==> src/rtl/pixel_scan_sequencer_if.sv <==
// Control, status and sensor-side signals of the pixel scan sequencer.
// The sequencer takes the master modport; the host/ADC/sensor side takes the slave modport.
interface pixel_scan_sequencer_if #(
  parameter int N_ROWS = 24,
  parameter int N_COLS = 24
);
  localparam int RW = (N_ROWS > 1) ? $clog2(N_ROWS) : 1;
  localparam int CW = (N_COLS > 1) ? $clog2(N_COLS) : 1;

  logic          start;
  logic          abort;
  logic          sample_ready;
  logic          busy;
  logic          done;
  logic          row_en;
  logic [RW-1:0] row_idx;
  logic [CW-1:0] col_idx;
  logic          chip_clk;
  logic          sample;

  modport master (
    input  start, abort, sample_ready,
    output busy, done, row_en, row_idx, col_idx, chip_clk, sample
  );

  modport slave (
    output start, abort, sample_ready,
    input  busy, done, row_en, row_idx, col_idx, chip_clk, sample
  );
endinterface

==> src/rtl/pixel_scan_sequencer.sv <==
// Sequences one sensor readout frame: row settle, column shift clock and a
// per-pixel ADC sample strobe with valid/ready backpressure.
module pixel_scan_sequencer #(
  parameter int N_ROWS  = 24,
  parameter int N_COLS  = 24,
  parameter int CLK_DIV = 4,
  parameter int SETTLE  = 8
) (
  input  logic                   clk,
  input  logic                   rst,
  pixel_scan_sequencer_if.master bus
);

  localparam int RW      = (N_ROWS > 1) ? $clog2(N_ROWS) : 1;
  localparam int CW      = (N_COLS > 1) ? $clog2(N_COLS) : 1;
  localparam int CNT_MAX = (SETTLE > CLK_DIV) ? SETTLE : CLK_DIV;
  localparam int CNTW    = (CNT_MAX > 1) ? $clog2(CNT_MAX) : 1;

  localparam logic [CNTW-1:0] SETTLE_LOAD = CNTW'(SETTLE - 1);
  localparam logic [CNTW-1:0] DIV_LOAD    = CNTW'(CLK_DIV - 1);
  localparam logic [RW-1:0]   LAST_ROW    = RW'(N_ROWS - 1);
  localparam logic [CW-1:0]   LAST_COL    = CW'(N_COLS - 1);

  typedef enum logic [2:0] {
    IDLE,
    ROW_SETTLE,
    CLK_HIGH,
    CLK_LOW,
    SAMPLE,
    DONE
  } state_t;

  state_t          state;
  logic            start_q;
  logic [CNTW-1:0] cnt;
  logic            start_rise;

  assign start_rise = bus.start & ~start_q;

  // Every output is a flop loaded together with the state it belongs to,
  // so chip_clk and sample never glitch.
  always_ff @(posedge clk or posedge rst) begin
    if (rst) begin
      state        <= IDLE;
      start_q      <= 1'b0;
      cnt          <= '0;
      bus.busy     <= 1'b0;
      bus.done     <= 1'b0;
      bus.row_en   <= 1'b0;
      bus.row_idx  <= '0;
      bus.col_idx  <= '0;
      bus.chip_clk <= 1'b0;
      bus.sample   <= 1'b0;
    end else begin
      start_q <= bus.start;
      if (state != IDLE && bus.abort) begin
        state        <= IDLE;
        cnt          <= '0;
        bus.busy     <= 1'b0;
        bus.done     <= 1'b0;
        bus.row_en   <= 1'b0;
        bus.row_idx  <= '0;
        bus.col_idx  <= '0;
        bus.chip_clk <= 1'b0;
        bus.sample   <= 1'b0;
      end else begin
        case (state)
          IDLE: begin
            if (start_rise) begin
              state       <= ROW_SETTLE;
              cnt         <= SETTLE_LOAD;
              bus.row_idx <= '0;
              bus.col_idx <= '0;
              bus.row_en  <= 1'b1;
              bus.busy    <= 1'b1;
            end
          end
          ROW_SETTLE: begin
            if (cnt == '0) begin
              state        <= CLK_HIGH;
              cnt          <= DIV_LOAD;
              bus.chip_clk <= 1'b1;
            end else begin
              cnt <= cnt - 1'b1;
            end
          end
          CLK_HIGH: begin
            if (cnt == '0) begin
              state        <= CLK_LOW;
              cnt          <= DIV_LOAD;
              bus.chip_clk <= 1'b0;
            end else begin
              cnt <= cnt - 1'b1;
            end
          end
          CLK_LOW: begin
            if (cnt == '0) begin
              state      <= SAMPLE;
              bus.sample <= 1'b1;
            end else begin
              cnt <= cnt - 1'b1;
            end
          end
          SAMPLE: begin
            // Indices stay frozen until the ADC path accepts the sample.
            if (bus.sample_ready) begin
              bus.sample <= 1'b0;
              if (bus.col_idx < LAST_COL) begin
                state        <= CLK_HIGH;
                cnt          <= DIV_LOAD;
                bus.col_idx  <= bus.col_idx + 1'b1;
                bus.chip_clk <= 1'b1;
              end else if (bus.row_idx < LAST_ROW) begin
                state       <= ROW_SETTLE;
                cnt         <= SETTLE_LOAD;
                bus.row_idx <= bus.row_idx + 1'b1;
                bus.col_idx <= '0;
              end else begin
                state      <= DONE;
                bus.done   <= 1'b1;
                bus.row_en <= 1'b0;
              end
            end
          end
          DONE: begin
            state       <= IDLE;
            bus.done    <= 1'b0;
            bus.busy    <= 1'b0;
            bus.row_idx <= '0;
            bus.col_idx <= '0;
          end
          default: begin
            state <= IDLE;
          end
        endcase
      end
    end
  end

endmodule

==> src/flat_wrapper.sv <==
// flat-port wrapper written by rule: the top's interface ports become plain ports
module pixel_scan_sequencer_flat 
#(
  parameter int N_ROWS  = 24,
  parameter int N_COLS  = 24,
  parameter int CLK_DIV = 4,
  parameter int SETTLE  = 8
)
  (clk, rst, bus_start, bus_abort, bus_sample_ready, bus_busy, bus_done, bus_row_en, bus_row_idx, bus_col_idx, bus_chip_clk, bus_sample);
  pixel_scan_sequencer_if #(.N_ROWS(N_ROWS), .N_COLS(N_COLS)) bus_i ();
  input  logic clk;
  input  logic rst;
  input wire logic [$bits(bus_i.start)-1:0] bus_start;
  input wire logic [$bits(bus_i.abort)-1:0] bus_abort;
  input wire logic [$bits(bus_i.sample_ready)-1:0] bus_sample_ready;
  output wire logic [$bits(bus_i.busy)-1:0] bus_busy;
  output wire logic [$bits(bus_i.done)-1:0] bus_done;
  output wire logic [$bits(bus_i.row_en)-1:0] bus_row_en;
  output wire logic [$bits(bus_i.row_idx)-1:0] bus_row_idx;
  output wire logic [$bits(bus_i.col_idx)-1:0] bus_col_idx;
  output wire logic [$bits(bus_i.chip_clk)-1:0] bus_chip_clk;
  output wire logic [$bits(bus_i.sample)-1:0] bus_sample;
  assign bus_i.start = bus_start;
  assign bus_i.abort = bus_abort;
  assign bus_i.sample_ready = bus_sample_ready;
  assign bus_busy = bus_i.busy;
  assign bus_done = bus_i.done;
  assign bus_row_en = bus_i.row_en;
  assign bus_row_idx = bus_i.row_idx;
  assign bus_col_idx = bus_i.col_idx;
  assign bus_chip_clk = bus_i.chip_clk;
  assign bus_sample = bus_i.sample;
  pixel_scan_sequencer #(.N_ROWS(N_ROWS), .N_COLS(N_COLS), .CLK_DIV(CLK_DIV), .SETTLE(SETTLE)) u_core (.clk(clk), .rst(rst), .bus(bus_i));
endmodule
==> config.mk <==
export PLATFORM = sky130hd
export DESIGN_NAME = pixel_scan_sequencer_flat
export DESIGN_NICKNAME = d
export VERILOG_FILES = /design/src/rtl/pixel_scan_sequencer_if.sv /design/src/rtl/pixel_scan_sequencer.sv /design/src/flat_wrapper.sv
export SDC_FILE = /design/constraint.sdc
export NUM_CORES = 1
export LEC_CHECK = 0
export CAP_MARGIN = 20
export CORE_ASPECT_RATIO = 0.8
export CORE_UTILIZATION = 58
export CTS_CLUSTER_DIAMETER = 50
export DETAILED_ROUTE_END_ITERATION = 12
export PLACE_DENSITY = 0.8
export SYNTH_ARGS = -nofsm -noshare
export SYNTH_HDL_FRONTEND = slang
export SYNTH_SLANG_ARGS = --single-unit
==> constraint.sdc <==
create_clock -name clk -period 5.34 [get_ports clk]
set_clock_uncertainty 0.05 [all_clocks]
set_input_delay 1.068 -clock clk [delete_from_list [all_inputs] [get_ports clk]]
set_output_delay 1.068 -clock clk [all_outputs]
set_load 0.005 [all_outputs]
# Word-level counts from Yosys, hierarchy flattened
# Cells that the tools add are included.
word_totals:
  register_bits: 22
  inputBits: 5
  out_inout_bits: 15
  elab_cells: 104
op_classes:
  n_addsub: 3
  magnitude_cmp: 2
  n_eq_ne: 16
  n_mux: 50
  bitwise_logic: 2
  n_reduce_logical: 21
op_table:
  columns: ["cell", "n"]
  rows:
  - ["$mux W3", 15]
  - ["$mux W5", 9]
  - ["$pmux W5 S3", 2]
  - ["$reduce_and A5 Y1", 5]
  - ["$ne A3 B1 Y1 const B", 6]
  - ["$mux W1", 17]
  - ["$pmux W3 S5", 1]
  - ["$reduce_bool A3 Y1", 5]
  - ["$ne A3 B2 Y1 const B", 4]
  - ["$pmux W3 S4", 1]
  - ["$add A5 B1 Y5 const B", 2]
  - ["$lt A5 B5 Y1 const B", 2]
  - ["$pmux W1 S2", 4]
  - ["$reduce_and A4 Y1", 2]
  - ["$reduce_bool A4 Y1", 2]
  - ["$eq A3 B2 Y1 const B", 2]
  - ["$eq A3 B3 Y1 const B", 2]
  - ["$logic_not A3 Y1", 2]
  - ["$reduce_bool A5 Y1", 1]
  - ["$ne A4 B1 Y1 const B", 1]
  - ["$eq A3 B1 Y1 const B", 1]
  - ["$pmux W1 S3", 1]
  - ["$reduce_and A3 Y1", 1]
  - ["$sub A3 B1 Y3 const B", 1]
  - ["5 further kinds", 5]

# Depth between registers and ports, before layout
logic_depth:
  ltp_word: 6
  ltp_mapped: 7
  mapped_depth_nobuf: 7

# Worst setup path before layout
# Ideal clock, no wire load.
synth_timing:
  path_kind: "input -> register"
  from: "input bus_abort"
  to: "register u_core.cnt[2]"
  setup_time_ns: 0.127
  arrival_time_ns: 2.261
  t_required_ns: 5.163
  setup_slack_ns: 2.901
  path_stages: 5
  path_buffers: 0
  path_cell_list: "and2b_2 nand2_2 a21oi_2 a2111oi_4 mux2_1"
synth_between:
  elab_chain_cells: 3
  word_cells_on_any_way: 8
  cone_classes: "4 x eq/ne; 1 x mux; 3 x reduce/logical"
synth_rtl:
  columns: ["item", "line_no", "source"]
  rows:
  - ["start: declaration", "flat_wrapper.sv:14", "input wire logic [$bits(bus_i.abort)-1:0] bus_abort;"]
  - ["$logic_and A1 B1 Y1 *", "pixel_scan_sequencer.sv:56", "if (state != IDLE && bus.abort) begin"]
  - ["$ne A4 B1 Y1 (no source line) (tied with other cells)", null, null]
  - ["$reduce_and A5 Y1 (no source line)", null, null]
  - ["end signal: assignment", "pixel_scan_sequencer.sv:84", "cnt <= cnt - 1'b1;"]
  - ["end signal: assignment", "pixel_scan_sequencer.sv:93", "cnt <= cnt - 1'b1;"]
  - ["end signal: assignment", "pixel_scan_sequencer.sv:101", "cnt <= cnt - 1'b1;"]
  - ["end: declaration", "pixel_scan_sequencer.sv:35", "logic [CNTW-1:0] cnt;"]
# Mark *: on every way between the ends. The rest lies on a longest branch, timed or not.
# A chain may end at the register's enable or synchronous reset.

# Worst setup path after layout
# Same ends and word-level chain as after synthesis.

==> results.sh <==
export IMPL_status="complete, but fails checks"
export IMPL_failed_checks="design-rule violations"
export IMPL_worstPathRequired_ps=5490
export IMPL_min_from="u_core.bus.chip_clk"
export IMPL_grt_use_total_pct=27.2
export IMPL_endpoint_kind="flop"
export IMPL_die_h_um=46.5
export IMPL_die_width_um=57.6
export IMPL_vias_per_cell=6.39
export IMPL_post_cts_resized=0
export IMPL_crit_slowest_cell="clkdlybuf4s50_1"
export IMPL_cts_setup_buffers=0
export IMPL_setup_violations_final=0
export IMPL_antenna_left=0
export IMPL_path_clk_slew_ps=120
export IMPL_synth_nets=170
export IMPL_htreeDepth=1
export IMPL_dieArea_mm2=0.00267
export IMPL_whs_ps=481
export IMPL_clk_latency_ps=310
export IMPL_startpoint="bus_abort"
export IMPL_cts_hold_buf=0
export IMPL_fmax_ghz=0.324
export IMPL_async_flop_share_pct=100
export IMPL_reg2reg_slack_ps=3060
export IMPL_vdd_drop_max_v=0.000269
export IMPL_synthCells=161
export IMPL_row_count=15
export IMPL_vias=1297
export IMPL_synth_seq_area_share_pct=38.4
export IMPL_dr_pass1_iters=10
export IMPL_io_pins=20
export IMPL_final_core_util_pct=74.4
export IMPL_grt_pass1_vias=1118
export IMPL_grt_overflow=0
export IMPL_clockBufferDepth=2
export IMPL_hp_class="reg2reg"
export IMPL_grt_max_degree=23
export IMPL_cts_root_buf="clkbuf_4"
export IMPL_drv_cap=0
export IMPL_tns_ps=0
export IMPL_layout_common_cells="dfrtp_1, clkdlybuf4s50_1, nand2_1, a21oi_1, nor2_1"
export IMPL_worstPathArrival_ps=3230
export IMPL_worst_path_buf_inv=1
export IMPL_period_needed_ps=3080
export IMPL_cts_buffers=3
export IMPL_drive_above_1_share_pct=8.43
export IMPL_regArea_um2=551
export IMPL_slew_headroom_pct=45.4
export IMPL_synth_edff_count=0
export IMPL_powerDensity_mw_per_mm2=366
export IMPL_crit_family="buffers and inverters"
export IMPL_grt_pass1_wl_mm=5.30
export IMPL_wl_per_cell_um=16.3
export IMPL_start_util_pct=64.1
export IMPL_hpwl_mm=2.40
export IMPL_ys_warn_count=0
export IMPL_drc_errors=2
export IMPL_placed_area_mm2=0.00163
export IMPL_fin_area_mm2=0.00166
export IMPL_port_buffers=19
export IMPL_synth_distinct_cells=48
export IMPL_syn_to_final_growth_pct=16.0
export IMPL_drt_total_wl_mm=3.32
export IMPL_synth_area_mm2=0.00143
export IMPL_nNetsFinal=188
export IMPL_cts_sinks=22
export IMPL_layout_commonest_cell="dfrtp_1"
export IMPL_syn_area_per_cell_um2=8.90
export IMPL_worst_r2r_startpoint="u_core.state[0]"
export IMPL_report_final_slew_viol_count=0
export IMPL_setup_worst_path_class="in2reg"
export IMPL_ys_ff_latch=22
export IMPL_finalCritPeriodShare_pct=57.7
export IMPL_cp_max_fo=14
export IMPL_slowest_delay_ps=750
export IMPL_p_leak_nw=0.675
export IMPL_antenna_found_initial=0
export IMPL_design_core_area_mm2=0.00223
export IMPL_multi_input_area_um2=812
export IMPL_crit_path_cell_trace="clkdlybuf4s50_1 -> and2b_2 -> nand2_2 -> a21oi_2 -> a2111oi_4 -> mux2_1"
export IMPL_nFillCells=179
export IMPL_cts_tree="built"
export IMPL_routabilityCongestion=0.907
export IMPL_synth_flop_cell="dfrtp_1"
export IMPL_rsz0062_at_grt="false"
export IMPL_tightest_slew_ps=819
export IMPL_n_antenna_cell=0
export IMPL_first_iter_violations=87
export IMPL_hold_viol=0
export IMPL_start_kind="primary input"
## state kept, by name, summed over array words and instances, names as in the netlist
signal and cells:
u_core.bus.chip_clk 1, u_core.start_q 1, u_core.bus.sample 1, u_core.cnt 3, u_core.bus.row_en 1, u_core.bus.col_idx 5, u_core.bus.done 1, u_core.state 3
u_core.bus.busy 1, u_core.bus.row_idx 5
## kinds of logic after synthesis
| logic type | Yosys count | synth area share [%] |
|---|---|---|
| buffers and inverters | 17 | 4.89 |
| AO/OA/AOI/OAI | 55 | 28.6 |
| flip-flops | 22 | 38.4 |
| AND/OR/NAND/NOR | 58 | 20.9 |
| adder cells (fa/ha/maj) | 4 | 3.49 |
| multiplexers | 5 | 3.67 |
## cell usage after synthesis, drive strengths merged (4+ instances only)
library cell / n / area [um2]
o21ai: 16 / 80.1
nand2: 15 / 58.8
nand3: 5 / 25.0
dfrtp: 22 / 551
clkbuf: 4 / 18.8
nor2b: 5 / 31.3
a21oi: 15 / 78.8
nor3: 5 / 30.0
nor2: 13 / 51.3
o22ai: 4 / 31.3
ha: 4 / 50.1
inv: 11 / 41.3
## worst paths after layout
kind | to | cells past startpoint
min | u_core.bus.chip_clk | 1
min reg2reg | u_core.bus.chip_clk | 1
max reg2reg | u_core.cnt[2] | 5
max in group asynchronous | u_core.state[2] | 2
max | u_core.cnt[2] | 6
min in group asynchronous | u_core.bus.col_idx[1] | 2
## per-layer routing
metal  share of wire (%)  track usage (%)  vias to the layer above
li1                    -                -                      627
met1                  48             37.2                      605
met2                  44             43.5                       57
met3                 6.4             6.46                        8
met4                 1.5             7.32                        0
met5                   0                0                        -
## where the power goes
part | internal, W | total, W | switching [W]
Clock | 0.0000417 | 0.0000917 | 0.0000501
Sequential | 0.000200 | 0.000252 | 0.0000524
Combinational | 0.000120 | 0.000263 | 0.000144
Total | 0.000361 | 0.000607 | 0.000246
## final cells by class
class / instances / share of cell area (%)
multi-input combinational: 122 / 48.9
sequential: 22 / 33.1
timing repair buffer: 19 / 11.4
inverter: 11 / 2.48
clock buffer: 4 / 2.18
tap: 25 / 1.88
## stage by stage
| stage | instances | power (W) | setup slack (ps) |
|---|---|---|---|
| 6_report | 203 | 0.000607 | 2260 |
| 5_1_grt | 203 | 0.000649 | 2200 |
| 4_1_cts | 203 | 0.000606 | 2270 |
| 3_5_place_dp | 199 | 0.000513 | 1950 |
| 3_3_place_gp | 199 | 0.000509 | 2000 |
| 2_1_floorplan | 161 | 0.000438 | 2900 |
(Power assumes the default switching activity.)
